## src/rtl/serial_pkg.sv

```systemverilog
// Shared definitions for the serial receive peripheral: FSM state encoding,
// MMIO register offsets and STATUS register bit positions.
package serial_pkg;

    typedef enum logic [2:0] {
        IDLE      = 3'd0,
        START     = 3'd1,
        DATA      = 3'd2,
        PARITY    = 3'd3,
        STOP      = 3'd4,
        WAIT_IDLE = 3'd5
    } rx_state_t;

    localparam logic [31:0] SERIAL_DATA_OFF   = 32'd0;
    localparam logic [31:0] SERIAL_STATUS_OFF = 32'd4;

    localparam int NONEMPTY  = 0;
    localparam int FULL      = 1;
    localparam int OVR       = 2;
    localparam int FERR      = 3;
    localparam int PERR      = 4;
    localparam int COUNT_LSB = 8;

endpackage

```

## src/rtl/serial_rx_fifo.sv

```systemverilog
// Synchronous receive FIFO. Pointers carry one extra wrap bit so that full
// and empty are distinguishable without a separate occupancy register.
// A push into a full FIFO is refused (drop) unless a pop lands on the same edge.
module serial_rx_fifo #(
    parameter int WIDTH = 8,
    parameter int DEPTH = 16
) (
    input  logic                     clock,
    input  logic                     reset,
    input  logic                     push,
    input  logic                     pop,
    input  logic [WIDTH-1:0]         din,
    output logic [WIDTH-1:0]         head,
    output logic [$clog2(DEPTH):0]   count,
    output logic                     full,
    output logic                     empty,
    output logic                     drop
);

    localparam int AW = $clog2(DEPTH);

    logic [AW:0]      wr_ptr;
    logic [AW:0]      rd_ptr;
    logic [WIDTH-1:0] mem [DEPTH];
    logic             do_push;
    logic             do_pop;

    assign empty   = (wr_ptr == rd_ptr);
    assign full    = (wr_ptr[AW] != rd_ptr[AW]) && (wr_ptr[AW-1:0] == rd_ptr[AW-1:0]);
    assign count   = wr_ptr - rd_ptr;
    assign head    = mem[rd_ptr[AW-1:0]];
    assign do_pop  = pop & ~empty;
    assign do_push = push & (~full | do_pop);
    assign drop    = push & full & ~do_pop;

    // Pointer update; both may advance on the same edge.
    always_ff @(posedge clock) begin
        if (reset) begin
            wr_ptr <= '0;
            rd_ptr <= '0;
        end else begin
            if (do_push) wr_ptr <= wr_ptr + 1'b1;
            if (do_pop)  rd_ptr <= rd_ptr + 1'b1;
        end
    end

    // Storage write; contents need no reset because reads are qualified by empty.
    always_ff @(posedge clock) begin
        if (do_push && !reset) mem[wr_ptr[AW-1:0]] <= din;
    end

endmodule

```

## src/rtl/serial_rx.sv

```systemverilog
// MMIO UART receiver: 8N1 deserialiser feeding a small FIFO, read by the CPU
// through DATA (pops) and STATUS (clears sticky error flags).
// Optional even-parity frame checking is enabled by defining SERIAL_RX_PARITY_EN.
//
// state     | meaning
// ----------+-----------------------------------------------------------
// IDLE      | line idle, waiting for a falling edge on rs
// START     | counting to start-bit centre; high there means glitch
// DATA      | sampling 8 data bits LSB first, one per bit period
// PARITY    | sampling the even-parity bit (SERIAL_RX_PARITY_EN only)
// STOP      | sampling stop bit; high pushes the byte, low is a framing error
// WAIT_IDLE | line held low after a bad stop bit, waiting for it to release
module serial_rx
    import serial_pkg::*;
#(
    parameter int CLKS_PER_BIT = 87,
    parameter int FIFO_DEPTH   = 16
) (
    input  logic        clock,
    input  logic        reset,
    input  logic        rx,
    input  logic        sel,
    input  logic        re,
    input  logic [31:0] addr,
    output logic [31:0] dout
);

    localparam int CW = $clog2(CLKS_PER_BIT);
    localparam int AW = $clog2(FIFO_DEPTH);
    localparam logic [CW-1:0] HALF_TC = CW'(CLKS_PER_BIT / 2 - 1);
    localparam logic [CW-1:0] FULL_TC = CW'(CLKS_PER_BIT - 1);

    rx_state_t     state;
    logic          rx_meta;
    logic          rs;
    logic [CW-1:0] baud_cnt;
    logic [2:0]    bit_cnt;
    logic [7:0]    shreg;
    logic          tick;
    logic          push;
    logic          pop;
    logic          rd_status;
    logic          is_data;
    logic          is_status;
    logic          ovr;
    logic          ferr;
    logic          perr;
    logic          ferr_set;
    logic          ovr_set;
    logic [7:0]    head;
    logic [AW:0]   fifo_count;
    logic          full;
    logic          empty;
    logic [31:0]   status_word;
    logic [31:0]   data_word;
    logic          unused_addr;

    assign is_data     = (addr[2] == SERIAL_DATA_OFF[2]);
    assign is_status   = (addr[2] == SERIAL_STATUS_OFF[2]);
    assign unused_addr = ^{addr[31:3], addr[1:0]};
    assign pop         = sel & re & is_data;
    assign rd_status   = sel & re & is_status;
    assign tick        = (baud_cnt == FULL_TC);
    assign ferr_set    = (state == STOP) && tick && !rs;

`ifdef SERIAL_RX_PARITY_EN
    logic par_bad;
    logic perr_set;
    assign perr_set = (state == PARITY) && tick && (rs != ^shreg);
    assign push     = (state == STOP) && tick && rs && !par_bad;
`else
    assign push     = (state == STOP) && tick && rs;
    assign perr     = 1'b0;
`endif

    // Two-flop synchroniser; idles high so reset does not look like a start bit.
    always_ff @(posedge clock) begin
        if (reset) begin
            rx_meta <= 1'b1;
            rs      <= 1'b1;
        end else begin
            rx_meta <= rx;
            rs      <= rx_meta;
        end
    end

    // Frame FSM with baud and bit counters; counters only wrap through explicit clears.
    always_ff @(posedge clock) begin
        if (reset) begin
            state    <= IDLE;
            baud_cnt <= '0;
            bit_cnt  <= '0;
            shreg    <= '0;
`ifdef SERIAL_RX_PARITY_EN
            par_bad  <= 1'b0;
`endif
        end else begin
            case (state)
                IDLE: begin
                    if (!rs) begin
                        state    <= START;
                        baud_cnt <= '0;
                    end
                end
                START: begin
                    if (baud_cnt == HALF_TC) begin
                        baud_cnt <= '0;
                        bit_cnt  <= '0;
                        state    <= rs ? IDLE : DATA;
                    end else begin
                        baud_cnt <= baud_cnt + 1'b1;
                    end
                end
                DATA: begin
                    if (tick) begin
                        baud_cnt <= '0;
                        shreg    <= {rs, shreg[7:1]};
                        if (bit_cnt == 3'd7) begin
                            bit_cnt <= '0;
`ifdef SERIAL_RX_PARITY_EN
                            state   <= PARITY;
`else
                            state   <= STOP;
`endif
                        end else begin
                            bit_cnt <= bit_cnt + 3'd1;
                        end
                    end else begin
                        baud_cnt <= baud_cnt + 1'b1;
                    end
                end
`ifdef SERIAL_RX_PARITY_EN
                PARITY: begin
                    if (tick) begin
                        baud_cnt <= '0;
                        par_bad  <= (rs != ^shreg);
                        state    <= STOP;
                    end else begin
                        baud_cnt <= baud_cnt + 1'b1;
                    end
                end
`endif
                STOP: begin
                    if (tick) begin
                        baud_cnt <= '0;
                        state    <= rs ? IDLE : WAIT_IDLE;
                    end else begin
                        baud_cnt <= baud_cnt + 1'b1;
                    end
                end
                WAIT_IDLE: begin
                    if (rs) state <= IDLE;
                end
                default: state <= IDLE;
            endcase
        end
    end

    // Sticky error flags: a STATUS read clears them, a same-cycle set wins.
    always_ff @(posedge clock) begin
        if (reset) begin
            ovr  <= 1'b0;
            ferr <= 1'b0;
`ifdef SERIAL_RX_PARITY_EN
            perr <= 1'b0;
`endif
        end else begin
            ovr  <= ovr_set  | (ovr  & ~rd_status);
            ferr <= ferr_set | (ferr & ~rd_status);
`ifdef SERIAL_RX_PARITY_EN
            perr <= perr_set | (perr & ~rd_status);
`endif
        end
    end

    serial_rx_fifo #(
        .WIDTH (8),
        .DEPTH (FIFO_DEPTH)
    ) u_fifo (
        .clock (clock),
        .reset (reset),
        .push  (push),
        .pop   (pop),
        .din   (shreg),
        .head  (head),
        .count (fifo_count),
        .full  (full),
        .empty (empty),
        .drop  (ovr_set)
    );

    // Read mux assembling the DATA and STATUS words.
    always_comb begin
        status_word                    = '0;
        status_word[NONEMPTY]          = ~empty;
        status_word[FULL]              = full;
        status_word[OVR]               = ovr;
        status_word[FERR]              = ferr;
        status_word[PERR]              = perr;
        status_word[COUNT_LSB +: 8]    = 8'(fifo_count);
        data_word                      = empty ? 32'd0 : {23'd0, 1'b1, head};
        dout                           = is_status ? status_word : data_word;
    end

endmodule

```

## config.mk

```make
export PLATFORM = sky130hd
export DESIGN_NAME = serial_rx
export DESIGN_NICKNAME = d
export VERILOG_FILES = /design/src/rtl/serial_pkg.sv /design/src/rtl/serial_rx_fifo.sv /design/src/rtl/serial_rx.sv
export SDC_FILE = /design/constraint.sdc
export NUM_CORES = 1
export LEC_CHECK = 0
export ABC_AREA = 0
export BUFFER_PORTS_ARGS = -buffer_cell sky130_fd_sc_hd__buf_4
export CORE_MARGIN = 2
export CORE_UTILIZATION = 38
export CTS_CLUSTER_DIAMETER = 120
export DETAILED_ROUTE_END_ITERATION = 8
export GPL_ROUTABILITY_DRIVEN = 0
export PLACE_DENSITY_LB_ADDON = 0.3
export REMOVE_ABC_BUFFERS = 1
export SYNTH_ARGS = -nofsm -noshare
export SYNTH_HDL_FRONTEND = slang
export SYNTH_HIERARCHICAL = 1
export SYNTH_SLANG_ARGS = --single-unit
```

## constraint.sdc

```tcl
create_clock -name clock -period 8.48 [get_ports clock]
set_clock_uncertainty 0.1 [all_clocks]
set_input_delay 1.272 -clock clock [delete_from_list [all_inputs] [get_ports clock]]
set_output_delay 1.272 -clock clock [all_outputs]
set_load 0.1 [all_outputs]
```

---- After elaboration in Yosys (flattened, before gate mapping) ----
Memories as Yosys holds them, arrays and structs flattened. A register that Yosys moved wholly into a read port is not among the register bits.
Cells that the tools add are included.
storage, ports and cells
  input bits .............................. 37
  flip-flop bits (word level) ............. 35
  memories ................................ 1
  output and inout port bits .............. 32
  bits in writable memories ............... 128
  word-level logic and storage cells ...... 87
memories
  memory      words  bits a word  rd ports  clocked after memory_dff  wr ports  RTL line              text
  u_fifo.mem  16     8            1         1                         1         serial_rx_fifo.sv:24  logic [WIDTH-1:0] mem [DEPTH];
operators by class
  mux-type cells .......................... 23
  bitwise logic cells ..................... 17
  $add $sub $neg .......................... 5
  eq/ne operators ......................... 16
  reductions and logical operators ........ 15
operators by type and width
  cell                 count
  $mux 3               10
  $mux 7               3
  $pmux 7 s3           1
  $pmux 3 s5           1
  $mux 13              1
  $ne 2x2->1 const B   6
  $add 5x1->5 const B  2
  $and 1x1->1          9
  $eq 3x3->1 const B   3
  $mux 9               1
  $mux 4               2
  $add 7x1->7 const B  1
  $eq 7x6->1 const B   1
  $eq 7x7->1 const B   1
  $pmux 3 s2           1
  $reduce_and 6->1     1
  $eq 5x5->1           1
  $logic_and 1x1->1    5
  $not 1->1            5
  $sub 5x5->5          1
  $eq 4x4->1           1
  $reduce_and 2->1     2
  $add 3x1->3 const B  1
  $eq 3x1->1 const B   1
  other kinds (11)     15

---- Depth between registers and ports, before layout ----
  word-level depth ........................ 8
  depth in mapped cells ................... 9
  depth with buffers taken out ............ 9

---- Cells and area by module ----
The synthesis kept the hierarchy.
modules (own cells, without submodules)
  module          area each (µm²)  seq. area each (µm²)  cells an instance  instances
  serial_rx_fifo  5713.0           4124.0                308                1
  serial_rx       1446.4           500.5                 178                1

---- Worst setup path after synthesis ----
OpenSTA, ideal clock, no wires.
  kind .................................... input-to-output
  start point ............................. in addr[2]
  end point ............................... out dout[0]
  data arrival time ....................... 2.822 ns
  setup slack ............................. 4.286 ns
  path buffers ............................ 1
  cell stages on the path ................. 3
  required time ........................... 7.108 ns
  cell sequence ........................... clkbuf_1 nor2_1 nor2_1
between the ends
  longest elaborated chain between the ends .. 1
RTL lines
  what                RTL line          text
  start: declaration  serial_rx.sv:24   input logic [31:0] addr,
  $mux 13             serial_rx.sv:202  dout = is_status ? status_word : data_word;
  end: declaration    serial_rx.sv:25   output logic [31:0] dout
Every way passes these cells.

---- Final worst setup path ----
  start point ............................. reg u_fifo.wr_ptr[2]
  end point ............................... out dout[2]
between the ends
  longest elaborated chain between the ends .. 3
RTL lines
  what                      RTL line              text
  start: declaration        serial_rx_fifo.sv:22  logic [AW:0] wr_ptr;
  start signal: assignment  serial_rx_fifo.sv:42  if (do_push) wr_ptr <= wr_ptr + 1'b1;
  $eq 5x5->1                serial_rx_fifo.sv:28  assign empty = (wr_ptr == rd_ptr);
  net empty                 serial_rx.sv:53       logic empty;
  $mux 9                    serial_rx.sv:201      data_word = empty ? 32'd0 : {23'd0, 1'b1, head};
  $mux 13                   serial_rx.sv:202
The timed path passes the listed nets, and every way through them passes these cells.

==> results.py <==
metrics = {
    "outcome": {
        "outcome": "finished clean",
    },
    "power_and_ir_drop": {
        "internal_power_w": 0.001270,
        "p_sw_frac": 0.2203,
        "leakagePower_nw": 2.644,
        "power.ir.vdd_worst_mv": 0.1360,
        "clock_power_frac": 0.435,
        "p_sw_w": 0.0003587,
        "power_density_mw_per_mm2": 203.9,
        "combinationalPowerShare": 0.030,
        "pwr-share-seq": 0.535,
    },
    "drt": {
        "finalWirelength_um": 13380,
        "viasPerCell": 5.234,
        "drt_pre_antenna_iters": 4,
        "vias": 3931,
        "wire_per_inst_um": 17.82,
        "post_route_drc_violation_count": 0,
        "drt.antenna.violating_nets": 0,
        "detail_route.iter0.violations": 254,
    },
    "synth": {
        "synthDistinctLibCells": 56,
        "async_reset_ff_frac": 0,
        "synth_compound_area_frac": 0.06414,
        "synth_cells": 486,
        "ys_ff_latch": 167,
        "yosys_warnings": 6,
        "synth-simple-area-share": 0.1007,
        "yosys.area_share.adder": 0.02552,
        "synth_seq_area_share": 0.6459,
        "synthMuxAreaShare": 0.1021,
        "syn_avg_cell_area_sq_um": 14.73,
        "post_synth_edffs": 128,
        "ys.flop_type": "sky130_fd_sc_hd__edfxtp_1",
        "synth_xor_xnor_area_share": 0.01922,
        "post_synth_instance_area_sq_mm": 0.007159,
        "dominant_combinational_cell_family_by_area_after_synthesis": "multiplexers",
    },
    "clock_tree": {
        "postCtsSetupBuffers": 0,
        "postCtsResizedCells": 0,
        "post_cts_hold_buffer_count": 0,
        "cts_tree": "yes",
        "ctsLongestPathBuffers": 2,
        "tritoncts.num_buffers": 17,
        "worst_skew_pair.late_latency_ps": 430,
        "clkSlewWorstSetupHoldPaths_ps": 60,
        "number_of_sinks_handled_by_clock_tree_synthesis": 167,
        "cts_root_buffer": "sky130_fd_sc_hd__clkbuf_16",
        "cts.htree.levels": 4,
    },
    "run": {
        "max_cap_violations": 0,
    },
    "global_routing": {
        "grt_max_degree": 33,
        "grt_antenna_before_repair": 0,
        "grt_pass1_vias": 3958,
        "grt.overflow.total": 0,
        "grt_pass1_wl_um": 21120,
        "grt_usage": 0.1409,
    },
    "timing": {
        "slew_headroom": 0.3747,
        "finalCritPeriodShare": 0.5032,
        "worst_pin_slew_ps": 934.4,
        "hold_viol": 0,
        "post-route-min-period_ps": 4267,
        "achievable-frequency_ghz": 0.2343,
        "grt_setup_unrepaired": "false",
        "setup_viol": 0,
        "final_critical_path_setup_slack_ps": 4213,
        "fin_setup_tns_ps": 0,
        "drv_slew": 0,
    },
    "cells_and_area": {
        "final_layout_size_suffix_gt1_frac": 0.2054,
        "final_common_cell": "sky130_fd_sc_hd__edfxtp_1",
        "numnets_final": 554,
        "synthToLayoutAreaGrowth_pct": 11.53,
        "most-common-layout-cells": "128 x sky130_fd_sc_hd__edfxtp_1, 37 x sky130_fd_sc_hd__dfxtp_1, 36 x sky130_fd_sc_hd__nand2_1",
    },
    "worst_setup_path": {
        "crit_path_end_kind": "output pin",
        "start_kind": "register",
        "crit_start": "u_fifo/wr_ptr[2]",
        "worstPathMaxFanout": 11,
        "crit_required_ps": 7110,
        "timing.critical_path.arrival_ps": 2900,
        "r2r_start": "baud_cnt[0]",
        "setup.worst_path.class": "reg -> out",
    },
    "floorplanning": {
        "dieArea_sq_mm": 0.01995,
        "initial_core_utilization": 0.3853,
        "dieWidth_um": 141.3,
        "coreArea_sq_mm": 0.01858,
        "die_y_um": 141.3,
        "num_rows": 50,
        "io_pins": 69,
    },
    "placed_design": {
        "dp_worst_setup_slack_ps": 4536,
        "port_buffers": 18,
        "post-dp-hpwl_um": 8909,
    },
    "worst_hold_path": {
        "worstHoldStart": "rx_meta",
        "timing.hold.worst.class": "reg -> reg",
    },
}
## power groups by stage
| stage | Sequential, W | Combinational (W) | Clock (W) |
|---|---|---|---|
| global placement | 0.000889 | 0.0000482 | 0 |
| finish | 0.000871 | 0.0000490 | 0.000708 |
| global route | 0.000871 | 0.0000512 | 0.000757 |
| CTS | 0.000871 | 0.0000489 | 0.000724 |
| detailed placement | 0.000889 | 0.0000488 | 0 |
| floorplan | 0.000888 | 0.0000426 | 0 |
## metrics by stage
stage	power [W]	hold WS (ps)	cells	area, sq um	utilization
after floorplan	0.0009311	289.5	464	6975	-
after global placement	0.0009371	298.2	718	7436	0.4002
after detailed placement	0.0009378	301.9	718	7436	0.4002
after CTS	0.001644	317.1	750	7983	0.4296
after global routing	0.001679	342.3	750	7983	0.4296
final	0.001628	313.7	751	7985	0.4298
## flip-flops by register name, indices dropped and copies added (netlist names), named ones only
signal	cells
u_fifo/mem	128
shreg	8
baud_cnt	7
u_fifo/rd_ptr	5
u_fifo/wr_ptr	5
bit_cnt	3
state	3
ferr	1
ovr	1
rs	1
rx_meta	1
## cells in the mapped netlist (2+ instances only)
master	number	share of area
sky130_fd_sc_hd__a211oi_1	5	0.0052
sky130_fd_sc_hd__a21o_1	4	0.0042
sky130_fd_sc_hd__a21oi_1	22	0.015
sky130_fd_sc_hd__a22o_1	3	0.0037
sky130_fd_sc_hd__a22oi_1	16	0.017
sky130_fd_sc_hd__and2_1	9	0.0079
sky130_fd_sc_hd__and4_1	3	0.0037
sky130_fd_sc_hd__and4b_1	2	0.0028
sky130_fd_sc_hd__buf_1	5	0.0026
sky130_fd_sc_hd__buf_2	3	0.0021
sky130_fd_sc_hd__buf_4	22	0.023
sky130_fd_sc_hd__buf_6	2	0.0031
sky130_fd_sc_hd__clkbuf_1	8	0.0042
sky130_fd_sc_hd__dfxtp_1	39	0.11
sky130_fd_sc_hd__edfxtp_1	128	0.54
sky130_fd_sc_hd__ha_1	13	0.023
sky130_fd_sc_hd__inv_1	13	0.0068
sky130_fd_sc_hd__mux4_2	32	0.10
sky130_fd_sc_hd__nand2_1	36	0.019
sky130_fd_sc_hd__nand2b_1	6	0.0052
sky130_fd_sc_hd__nand3_1	9	0.0063
sky130_fd_sc_hd__nand3_2	5	0.0070
sky130_fd_sc_hd__nand4_1	3	0.0026
sky130_fd_sc_hd__nor2_1	33	0.017
sky130_fd_sc_hd__nor2b_1	3	0.0026
sky130_fd_sc_hd__nor3_1	8	0.0056
sky130_fd_sc_hd__o21ai_0	5	0.0035
sky130_fd_sc_hd__o21ai_2	2	0.0024
sky130_fd_sc_hd__o31ai_1	3	0.0031
sky130_fd_sc_hd__or2_2	3	0.0026
sky130_fd_sc_hd__or3_1	5	0.0044
sky130_fd_sc_hd__or4_1	2	0.0021
sky130_fd_sc_hd__xnor2_1	6	0.0073
sky130_fd_sc_hd__xor2_1	6	0.0073
## layer usage
layer | share of wire | vias up | track usage
met1 | 0.46 | 2007 | 0.1812
met3 | 0.024 | 17 | 0.03240
li1 | - | 1858 | -
met5 | 0 | - | 0
met2 | 0.51 | 49 | 0.2356
met4 | 0.015 | 0 | 0.05053
## worst max-delay path, cell delays in order (launching register included)
cell and delay [ps]:
sky130_fd_sc_hd__dfxtp_1 600, sky130_fd_sc_hd__ha_1 370, sky130_fd_sc_hd__nand4_2 220, sky130_fd_sc_hd__nor2_1 120, sky130_fd_sc_hd__nor2_1 620, sky130_fd_sc_hd__a22o_1 250
sky130_fd_sc_hd__buf_4 290
## cell families after synthesis
family	count (synthesis)
compound gates	68
xor+xnor	14
fa+ha+maj	14
buf+inv	53
flops	167
mux	33
other cells	1
simple gates	136
## area by class of cell
| class | instances | area (sq um) |
|---|---|---|
| diodes | 1 | 2.502 |
| clock buffers | 20 | 457.9 |
| clock inverters | 12 | 88.84 |
| fillers | 1670 | 10600 |
| inverters | 13 | 48.80 |
| multi-input cells | 284 | 2317 |
| flip-flops and latches | 167 | 4627 |
| well taps | 234 | 292.8 |
| repair buffers | 20 | 150.1 |
## final timing paths
kind | end | slack (ps) | cells after the start
worst max register to register | u_fifo/mem[4][1] | 4900 | 9
worst min-delay path | rs | 310 | 1
worst max-delay path | dout[2] | 4210 | 6
worst min register to register | rs | 310 | 1
No activity file was read; power rests on OpenSTA's default activity.
